`config.mk`:
```
export PLATFORM = sky130hd
export DESIGN_NAME = vx_slot_scheduler
export DESIGN_NICKNAME = d
export VERILOG_FILES = /design/src/rtl/vx_slot_sched_pkg.sv /design/src/rtl/VX_find_first.sv /design/src/rtl/vx_slot_scheduler.sv
export SDC_FILE = /design/constraint.sdc
export NUM_CORES = 1
export LEC_CHECK = 0
export CAP_MARGIN = 20
export CELL_PAD_IN_SITES_DETAIL_PLACEMENT = 2
export CELL_PAD_IN_SITES_GLOBAL_PLACEMENT = 2
export CORE_MARGIN = 2
export CORE_UTILIZATION = 29
export CTS_BUF_LIST = sky130_fd_sc_hd__clkbuf_8
export DETAILED_ROUTE_END_ITERATION = 16
export HOLD_SLACK_MARGIN = 0.03
export PLACE_DENSITY = 0.74
export SLEW_MARGIN = 40
export SYNTH_ARGS = -nofsm -noshare
export SYNTH_HDL_FRONTEND = slang
export SYNTH_SLANG_ARGS = --single-unit
export TNS_END_PERCENT = 5
```
`constraint.sdc`:
```
create_clock -name clk -period 2.1 [get_ports clk]
set_clock_uncertainty 0.15 [all_clocks]
set_input_delay 0.42 -clock clk [delete_from_list [all_inputs] [get_ports clk]]
set_output_delay 0.42 -clock clk [all_outputs]
set_load 0.03 [all_outputs]
```
`src/rtl/vx_slot_sched_pkg.sv`:
```
// Shared types and constants for the vx_slot_scheduler holding buffer.
package vx_slot_sched_pkg;

  localparam int PERF_W = 32;

  // Per-slot control flags. The top wraps these with a payload of its own width.
  typedef struct packed {
    logic occupied;
    logic ready;
  } slot_flags_t;

  function automatic int calc_idxw(input int num_slots);
    return (num_slots > 32'sd1) ? $clog2(num_slots) : 32'sd1;
  endfunction

endpackage

```
`src/rtl/VX_find_first.sv`:
```
// First-valid priority selector: returns the data of the first asserted valid,
// lowest index first unless REVERSE is set.
module VX_find_first #(
  parameter int N       = 4,
  parameter int DATAW   = 8,
  parameter int REVERSE = 0
) (
  input  logic [N-1:0]            valid_in,
  input  logic [N-1:0][DATAW-1:0] data_in,
  output logic [DATAW-1:0]        data_out,
  output logic                    valid_out
);

  // Scan from lowest to highest priority so the winning entry is written last.
  always_comb begin
    data_out = '0;
    for (int i = 0; i < N; i++) begin
      automatic int j = (REVERSE != 32'sd0) ? i : (N - 32'sd1 - i);
      data_out = valid_in[j] ? data_in[j] : data_out;
    end
  end

  assign valid_out = |valid_in;

endmodule

```
`src/rtl/vx_slot_scheduler.sv`:
```
// Slot scheduler: allocates into the first free slot, wakes slots by index and
// issues the first ready slot through a registered output. Optional
// VX_SLOT_SCHED_PERF_EN adds saturating stall/issue counters.
module vx_slot_scheduler
  import vx_slot_sched_pkg::*;
#(
  parameter int NUM_SLOTS = 4,
  parameter int DATAW     = 32,
  parameter int REVERSE   = 0,
  parameter int IDXW      = calc_idxw(NUM_SLOTS)
) (
  input  logic             clk,
  input  logic             reset,
  input  logic             alloc_valid,
  input  logic [DATAW-1:0] alloc_data,
  input  logic             alloc_rdy,
  output logic             alloc_ready,
  output logic [IDXW-1:0]  alloc_idx,
  input  logic             wake_valid,
  input  logic [IDXW-1:0]  wake_idx,
  output logic             issue_valid,
  output logic [DATAW-1:0] issue_data,
  output logic [IDXW-1:0]  issue_idx,
  input  logic             issue_ready
`ifdef VX_SLOT_SCHED_PERF_EN
  ,
  output logic [PERF_W-1:0] perf_stall_cycles,
  output logic [PERF_W-1:0] perf_issued
`endif
);

  typedef struct packed {
    slot_flags_t      flags;
    logic [DATAW-1:0] data;
  } slot_state_t;

  slot_state_t [NUM_SLOTS-1:0]                 slots_r;
  slot_state_t [NUM_SLOTS-1:0]                 slots_s;
  logic        [NUM_SLOTS-1:0]                 free_mask_s;
  logic        [NUM_SLOTS-1:0]                 cand_mask_s;
  logic        [NUM_SLOTS-1:0][IDXW-1:0]       free_data_s;
  logic        [NUM_SLOTS-1:0][IDXW+DATAW-1:0] cand_data_s;
  logic        [IDXW-1:0]                      free_sel_s;
  logic        [IDXW+DATAW-1:0]                cand_sel_s;
  logic                                        free_any_s;
  logic                                        cand_any_s;
  logic                                        load_en_s;
  logic                                        alloc_fire_s;
  logic                                        issue_load_s;
  logic        [IDXW-1:0]                      cand_idx_s;

  // Build selector inputs from registered slot state only.
  always_comb begin
    free_mask_s = '0;
    cand_mask_s = '0;
    free_data_s = '0;
    cand_data_s = '0;
    for (int i = 0; i < NUM_SLOTS; i++) begin
      free_mask_s[i] = ~slots_r[i].flags.occupied;
      cand_mask_s[i] = slots_r[i].flags.occupied & slots_r[i].flags.ready;
      free_data_s[i] = IDXW'(i);
      cand_data_s[i] = {IDXW'(i), slots_r[i].data};
    end
  end

  VX_find_first #(
    .N       (NUM_SLOTS),
    .DATAW   (IDXW),
    .REVERSE (REVERSE)
  ) u_free_sel (
    .valid_in  (free_mask_s),
    .data_in   (free_data_s),
    .data_out  (free_sel_s),
    .valid_out (free_any_s)
  );

  VX_find_first #(
    .N       (NUM_SLOTS),
    .DATAW   (IDXW + DATAW),
    .REVERSE (REVERSE)
  ) u_issue_sel (
    .valid_in  (cand_mask_s),
    .data_in   (cand_data_s),
    .data_out  (cand_sel_s),
    .valid_out (cand_any_s)
  );

  assign alloc_ready  = free_any_s;
  assign alloc_idx    = free_any_s ? free_sel_s : {IDXW{1'b0}};
  assign load_en_s    = !issue_valid || issue_ready;
  assign alloc_fire_s = alloc_valid && free_any_s;
  assign issue_load_s = load_en_s && cand_any_s;
  assign cand_idx_s   = cand_sel_s[IDXW+DATAW-1:DATAW];

  // Slot next state: alloc targets a free slot and issue an occupied one, so they
  // never collide; issue clearing wins over a wake to the same slot.
  always_comb begin
    slots_s = slots_r;
    for (int i = 0; i < NUM_SLOTS; i++) begin
      if (alloc_fire_s && (alloc_idx == IDXW'(i))) begin
        slots_s[i].flags.occupied = 1'b1;
        slots_s[i].flags.ready    = alloc_rdy;
        slots_s[i].data           = alloc_data;
      end else if (issue_load_s && (cand_idx_s == IDXW'(i))) begin
        slots_s[i].flags.occupied = 1'b0;
        slots_s[i].flags.ready    = 1'b0;
      end else if (wake_valid && (wake_idx == IDXW'(i)) && slots_r[i].flags.occupied) begin
        slots_s[i].flags.ready    = 1'b1;
      end else begin
        slots_s[i] = slots_r[i];
      end
    end
  end

  // Slot state register.
  always_ff @(posedge clk) begin
    if (reset) begin
      slots_r <= '0;
    end else begin
      slots_r <= slots_s;
    end
  end

  // Output stage: refill whenever empty or draining, hold while stalled.
  always_ff @(posedge clk) begin
    if (reset) begin
      issue_valid <= 1'b0;
      issue_data  <= '0;
      issue_idx   <= '0;
    end else if (load_en_s) begin
      issue_valid <= cand_any_s;
      if (cand_any_s) begin
        issue_data <= cand_sel_s[DATAW-1:0];
        issue_idx  <= cand_idx_s;
      end
    end
  end

`ifdef VX_SLOT_SCHED_PERF_EN
  // Saturating performance counters.
  always_ff @(posedge clk) begin
    if (reset) begin
      perf_stall_cycles <= '0;
      perf_issued       <= '0;
    end else begin
      if (alloc_valid && !alloc_ready && (perf_stall_cycles != {PERF_W{1'b1}})) begin
        perf_stall_cycles <= perf_stall_cycles + PERF_W'(1);
      end
      if (issue_valid && issue_ready && (perf_issued != {PERF_W{1'b1}})) begin
        perf_issued <= perf_issued + PERF_W'(1);
      end
    end
  end
`else
  // Counters are absent from the default build.
`endif

endmodule
```
==> results of run 1 <==
cell type report:
class,instances,area [um2]
Fill cell,2648,14300
Sequential cell,171,3430
Multi-Input combinational cell,598,3040
Timing Repair Buffer,120,1210
Tap cell,313,392
Clock buffer,19,262
Clock inverter,13,119
Inverter,2,7.51
logic make-up (layout without fill, tap and decap cells):
kind of cell	count (synthesis)	count (layout)
buffers and inverters	76	154
AND/OR/NAND/NOR	343	343
AO/OA/AOI/OAI	255	255
flip-flops	171	171
through the flow:
| stage | hold slack (ns) | worst slack (ns) | cells |
|---|---|---|---|
| detailed placement | 0.300 | -0.0736 | 1203 |
| floorplan | 0.283 | 0.206 | 845 |
| global route | 0.300 | 0.0142 | 1236 |
| CTS | 0.275 | 0.0000657 | 1235 |
| global placement | 0.290 | -0.0421 | 1203 |
| finish | 0.301 | 0.0839 | 1236 |
per-layer routing:
metal | wire (um) | track usage | part of all wire
met5 | 0 | 0 | 0
met2 | 12100 | 0.362 | 0.50
met4 | 316 | 0.0516 | 0.013
met3 | 670 | 0.0344 | 0.028
met1 | 11200 | 0.260 | 0.46
synth_stat cells (all sizes together) (4+ instances only):
cell type and instances:
a211oi 27, a21oi 144, buf 42, clkbuf 32, nor2 38, dfxtp 171
a221oi 26, nand3 5, nand2 268, o221ai 28, nor3 18, o21ai 12
a22o 7, nand2b 4
final timing paths:
kind | slack (ns) | endpoint | from | cells past startpoint
setup reg to reg | 0.20 | issue_data[3] | slots_r[33] | 5
hold / removal | 0.30 | issue_data[21] | reset | 3
setup / recovery | 0.08 | alloc_idx[1] | slots_r[33] | 4
hold reg to reg | 0.31 | cand_data_s[103] | cand_data_s[103] | 2
worst max-delay path, cell delays in order (launching register included):
cell     delay (ns)
dfxtp_4        0.43
nand2_1        0.09
buf_4          0.15
a21oi_1        0.12
buf_4          0.18
timing repair:
item,CTS,global route
hold endpoints to repair,0,0
pin swaps,0,0
endpoints found under the setup margin,58,8
cloned,0,0
gates resized for setup,33,9
setup buffers,0,0
where the power goes:
group	total (mW)	internal (mW)	switching [mW]
clock network	2.32	1.00	1.31
logic	0.651	0.249	0.402
registers	3.41	3.34	0.0675
registers in the layout, summed over array words and instances, names as in the netlist:
name	flops
issue_data	32
issue_valid	1
cand_data_s	128
slots_r	8
issue_idx	2
==> out/results.tsv, run 1 <==
stage	metric	value	unit
timing	worst slew pin tran	0.673	ns
logic_synthesis	Async S/R FF share, synth	0	
floorplanning	die area	24600	um2
clocking	clk_lat worst skew	0.48	ns
place	DP HPWL	15500	um
place	gpl congestion	0.742	
logic_synthesis	Post-Syn Area	6780	um2
place	Placed Area	8070	um2
routing	final WL	24300	um
global_routing	GRT overflow	0	
routing	Wirelength per Cell	19.7	um
clocking	CTS buffer count	17	
timing	max-slew violations	0	
place	IO buf count	77	
routing	DRT iter0 DRCs	306	
timing	final hold viol count	0	
floorplanning	Die H	157	um
clocking	CTS tree	done	
clocking	clock root buffer	clkbuf_8	
cells_and_area	fin util	0.371	
timing	fmax	496	MHz
routing	drt pass-1 iters	4	
clocking	CTS Sinks	171	
clocking	H-tree levels	4	
global_routing	initial antenna violation count	0	
logic_synthesis	Post-Synth XOR/XNOR Area	0	
logic_synthesis	cell taking the most area after synthesis	dfxtp_1	
setup_path	CP Capture Type	primary output	
routing	DRT antenna net count	0	
run_status	status	complete, no violations	
clocking	hold_buf cts	0	
timing	RSZ-0062 raised after global routing	false	
global_routing	largest net degree at the start of global routing	80	
setup_path	Data arrival, critical path	1.45	ns
setup_path	critical path launch point type	flop	
pwr	Power Total	6.38	mW
job	Max-Cap Viols	0	
cells_and_area	commonest non-fill, non-tap cell in the layout	nand2_1	
floorplanning	row cnt	55	
cells_and_area	fin nets	950	
logic_synthesis	main combinational cell family by area after synthesis	compound AO/OA/AOI/OAI gates	
logic_synthesis	Post-Synth Simple-Gate Area	0.206	
logic_synthesis	mux cell area share after synthesis	0	
clocking	Reg clk slew, reported paths	0.09	ns
pwr	leak pwr	3.05	nW
routing	vias per cell	5.22	
timing	Tmin final	2.02	ns
logic_synthesis	number of synthesized flops with an enable pin	0	
setup_path	worst-path fanout max	10	
logic_synthesis	synth top area cells	dfxtp_1 (50%), nand2_1 (15%), a21oi_1 (11%)	
routing	Remaining DRCs	0	
cells_and_area	n_diodes	0	
logic_synthesis	Yosys cell types	40	
timing	Final setup viols	0	
floorplanning	die boundary width	157	um
cells_and_area	final cell area excluding filler cells	8460	um2
global_routing	overall routing resource usage	0.206	
cells_and_area	most frequent cells in the layout	nand2_1 (267), dfxtp_1 (169), a21oi_1 (144)	
floorplanning	number of primary I/O pins	78	
cells_and_area	share of cells above drive strength 1	0.0975	
logic_synthesis	Mapped Cells	845	
setup_path	Critical Path RT	1.53	ns
logic_synthesis	Synth top area share	0.505	
global_routing	number of global-route vias before repair	6811	
cells_and_area	Area Overhead vs Synth	24.6	%
worst_hold_path	Worst Hold Class	in -> reg	
logic_synthesis	register area share after synthesis	0.505	
logic_synthesis	Syn Nets	885	
routing	DR vias	6450	
logic_synthesis	post-synthesis adder-cell area fraction	0	
logic_synthesis	Syn. warnings	0	
logic_synthesis	Avg Inst Size Synth	8.03	um2
floorplanning	Core ar.	22800	um2
clocking	Clock Path Buffers	2	
setup_path	crit path kind	reg -> out	
timing	Post-Route Setup TNS	0	ns
pwr	worst vdd ir	0.368	mV
logic_synthesis	compound-gate portion of the synthesized area	0.238	
global_routing	first-pass GRT wire length	38600	um
pwr	power per cell area	754	nW/um2
timing	Tcrit/Tclk final	0.960	
timing	Slew HR	0.548	
floorplanning	Starting Density	0.298	
logic_synthesis	Synth Register Bits	171	
logic_synthesis	Main synth FF type	dfxtp_1	
Note: power is estimated with default switching activity, not from simulation.
==> inputs of run 2 (changes only) <==
Settings changed: SLEW_MARGIN 40 to 15.
==> out/results.tsv, run 2 (synthesized netlist as in run 1, its figures left out) <==
stage	metric	value	unit
setup_path	Data arrival, critical path	2.26	ns
pwr	switching share of power	0.279	
cells_and_area	Layout Cells excl Fill	1235	
global_routing	GRT overflow	0	
pwr	Combinational Power Share	0.102	
worst_hold_path	Worst Hold Class	in -> reg	
floorplanning	die area	24600	um2
cells_and_area	Area Overhead vs Synth	24.4	%
routing	DRT antenna net count	0	
routing	Remaining DRCs	0	
pwr	Clock Power Share	0.363	
cells_and_area	area of the multi-input gates	3040	um2
global_routing	largest net degree at the start of global routing	80	
global_routing	met1 GRT Util	0.260	
routing	final WL	24300	um
clocking	CTS buffer count	17	
clocking	hold_buf cts	0	
timing	fmax	495	MHz
routing	DRT iter0 DRCs	287	
routing	Wirelength per Cell	19.7	um
setup_path	CP Capture Type	flop	
timing	Slew HR	0.415	
pwr	worst vdd ir	0.368	mV
pwr	Sw Pwr	1.77	mW
place	DP HPWL	15500	um
setup_path	Critical Path RT	2.33	ns
cells_and_area	fin nets	949	
global_routing	met2 Use GR	0.362	
setup_path	worst-path fanout max	27	
clocking	CTS Sinks	171	
run_status	status	complete, no violations	
global_routing	GR peak layer	met2	
setup_path	sum of buffers and inverters on the critical path	0	
pwr	power per cell area	755	nW/um2
pwr	design internal power	4.60	mW
setup_path	CP top delay family	simple AND/OR/NAND/NOR gates	
cells_and_area	max reg flops	128	
setup_path	Worst path max stage delay	0.70	ns
global_routing	number of global-route vias before repair	6811	
routing	DR vias	6459	
setup_path	critical path launch point type	flop	
place	IO buf count	77	
cells_and_area	commonest non-fill, non-tap cell in the layout	nand2_1	
pwr	leak pwr	3.05	nW
global_routing	initial antenna violation count	0	
cells_and_area	fillers	2649	
timing	Final setup viols	0	
floorplanning	die boundary width	157	um
cells_and_area	n_diodes	0	
timing	final setup slack of the worst path	0.0786	ns
floorplanning	Core ar.	22800	um2
clocking	clock root buffer	clkbuf_8	
routing	drt pass-1 iters	4	
floorplanning	row cnt	55	
clocking	Reg clk slew, reported paths	0.09	ns
timing	final hold viol count	0	
timing	Post-Route Setup TNS	0	ns
job	Max-Cap Viols	0	
timing	RSZ-0062 raised after global routing	true	
timing	max-slew violations	0	
setup_path	CP max stage cell	nor2_4	
place	Placed Area	8070	um2
floorplanning	number of primary I/O pins	78	
timing	Tcrit/Tclk final	0.963	
cells_and_area	final cell area excluding filler cells	8440	um2
pwr	Seq pwr share	0.535	
floorplanning	Starting Density	0.298	
global_routing	met3 usage	0.0344	
routing	vias per cell	5.23	
clocking	CTS tree	done	
place	gpl congestion	0.742	
clocking	H-tree levels	4	
timing	worst slew pin tran	0.875	ns
place	dpl cells	1203	
clocking	clk_lat worst skew	0.47	ns
setup_path	crit path kind	reg -> reg	
cells_and_area	Reg area	3430	um2
global_routing	first-pass GRT wire length	38600	um
clocking	Clock Path Buffers	2	
cells_and_area	share of cells above drive strength 1	0.0965	
place	Place WS	-0.0736	ns
setup_path	CP Cell Sequence	and2_1, nor2_4, a221oi_1, a211oi_1	
floorplanning	Die H	157	um
timing	Tmin final	2.02	ns
cells_and_area	fin util	0.371	
global_routing	overall routing resource usage	0.206	
cells_and_area	most frequent cells in the layout	nand2_1 (267), dfxtp_1 (169), a21oi_1 (144)	
## run 2: changes by cell type in the layout (fill, tap and decap cells not counted)
| cell | change |
|---|---|
| buf_8 | -1 |
## run 2: timing repair
action,in CTS,in global routing
endpoints found under the setup margin,58,26
pin swaps,0,5
resized for setup,33,9
buffers inserted,0,0
## run 2: layout make-up
cell class / count / share of cell area
clock buffer: 19 / 0.0310
clock inverter: 13 / 0.0141
inverter: 2 / 0.000889
multi-input combinational: 598 / 0.360
sequential: 171 / 0.406
tap: 313 / 0.0464
timing repair buffer: 119 / 0.141
## run 2: power groups by stage
stage | logic, mW | clock network [mW] | registers, mW
after floorplan | 0.294 | 0 | 3.52
after global placement | 0.656 | 0 | 3.48
after detailed placement | 0.672 | 0 | 3.49
after CTS | 0.659 | 2.39 | 3.41
after global routing | 0.712 | 2.49 | 3.43
final | 0.651 | 2.31 | 3.41
## run 2: metal layers
layer	part of all wire	wire, um
met1	0.47	11300
met2	0.50	12100
met3	0.024	586
met4	0.013	312
met5	0	0
## run 2: worst paths after layout
check                   startpoint          endpoint  slack (ns)  depth (start not counted)
hold / removal               reset    issue_data[21]        0.31                          3
hold reg to reg   cand_data_s[103]  cand_data_s[103]        0.31                          2
setup reg to reg       slots_r[33]    issue_data[17]        0.08                          4
setup / recovery       slots_r[33]    issue_data[17]        0.08                          4
## run 2: per-stage QoR
step	power, mW	hold WS (ns)
after floorplan	3.81	0.283
after global routing	6.63	0.300
after CTS	6.46	0.275
after detailed placement	4.16	0.300
after global placement	4.14	0.290
final	6.37	0.306
## run 2: tightest hold or removal path: cells and delay by family
family          cells  cell delay, ns
simple gates        1            0.11
compound gates      1            0.24
buf+inv             1            0.11
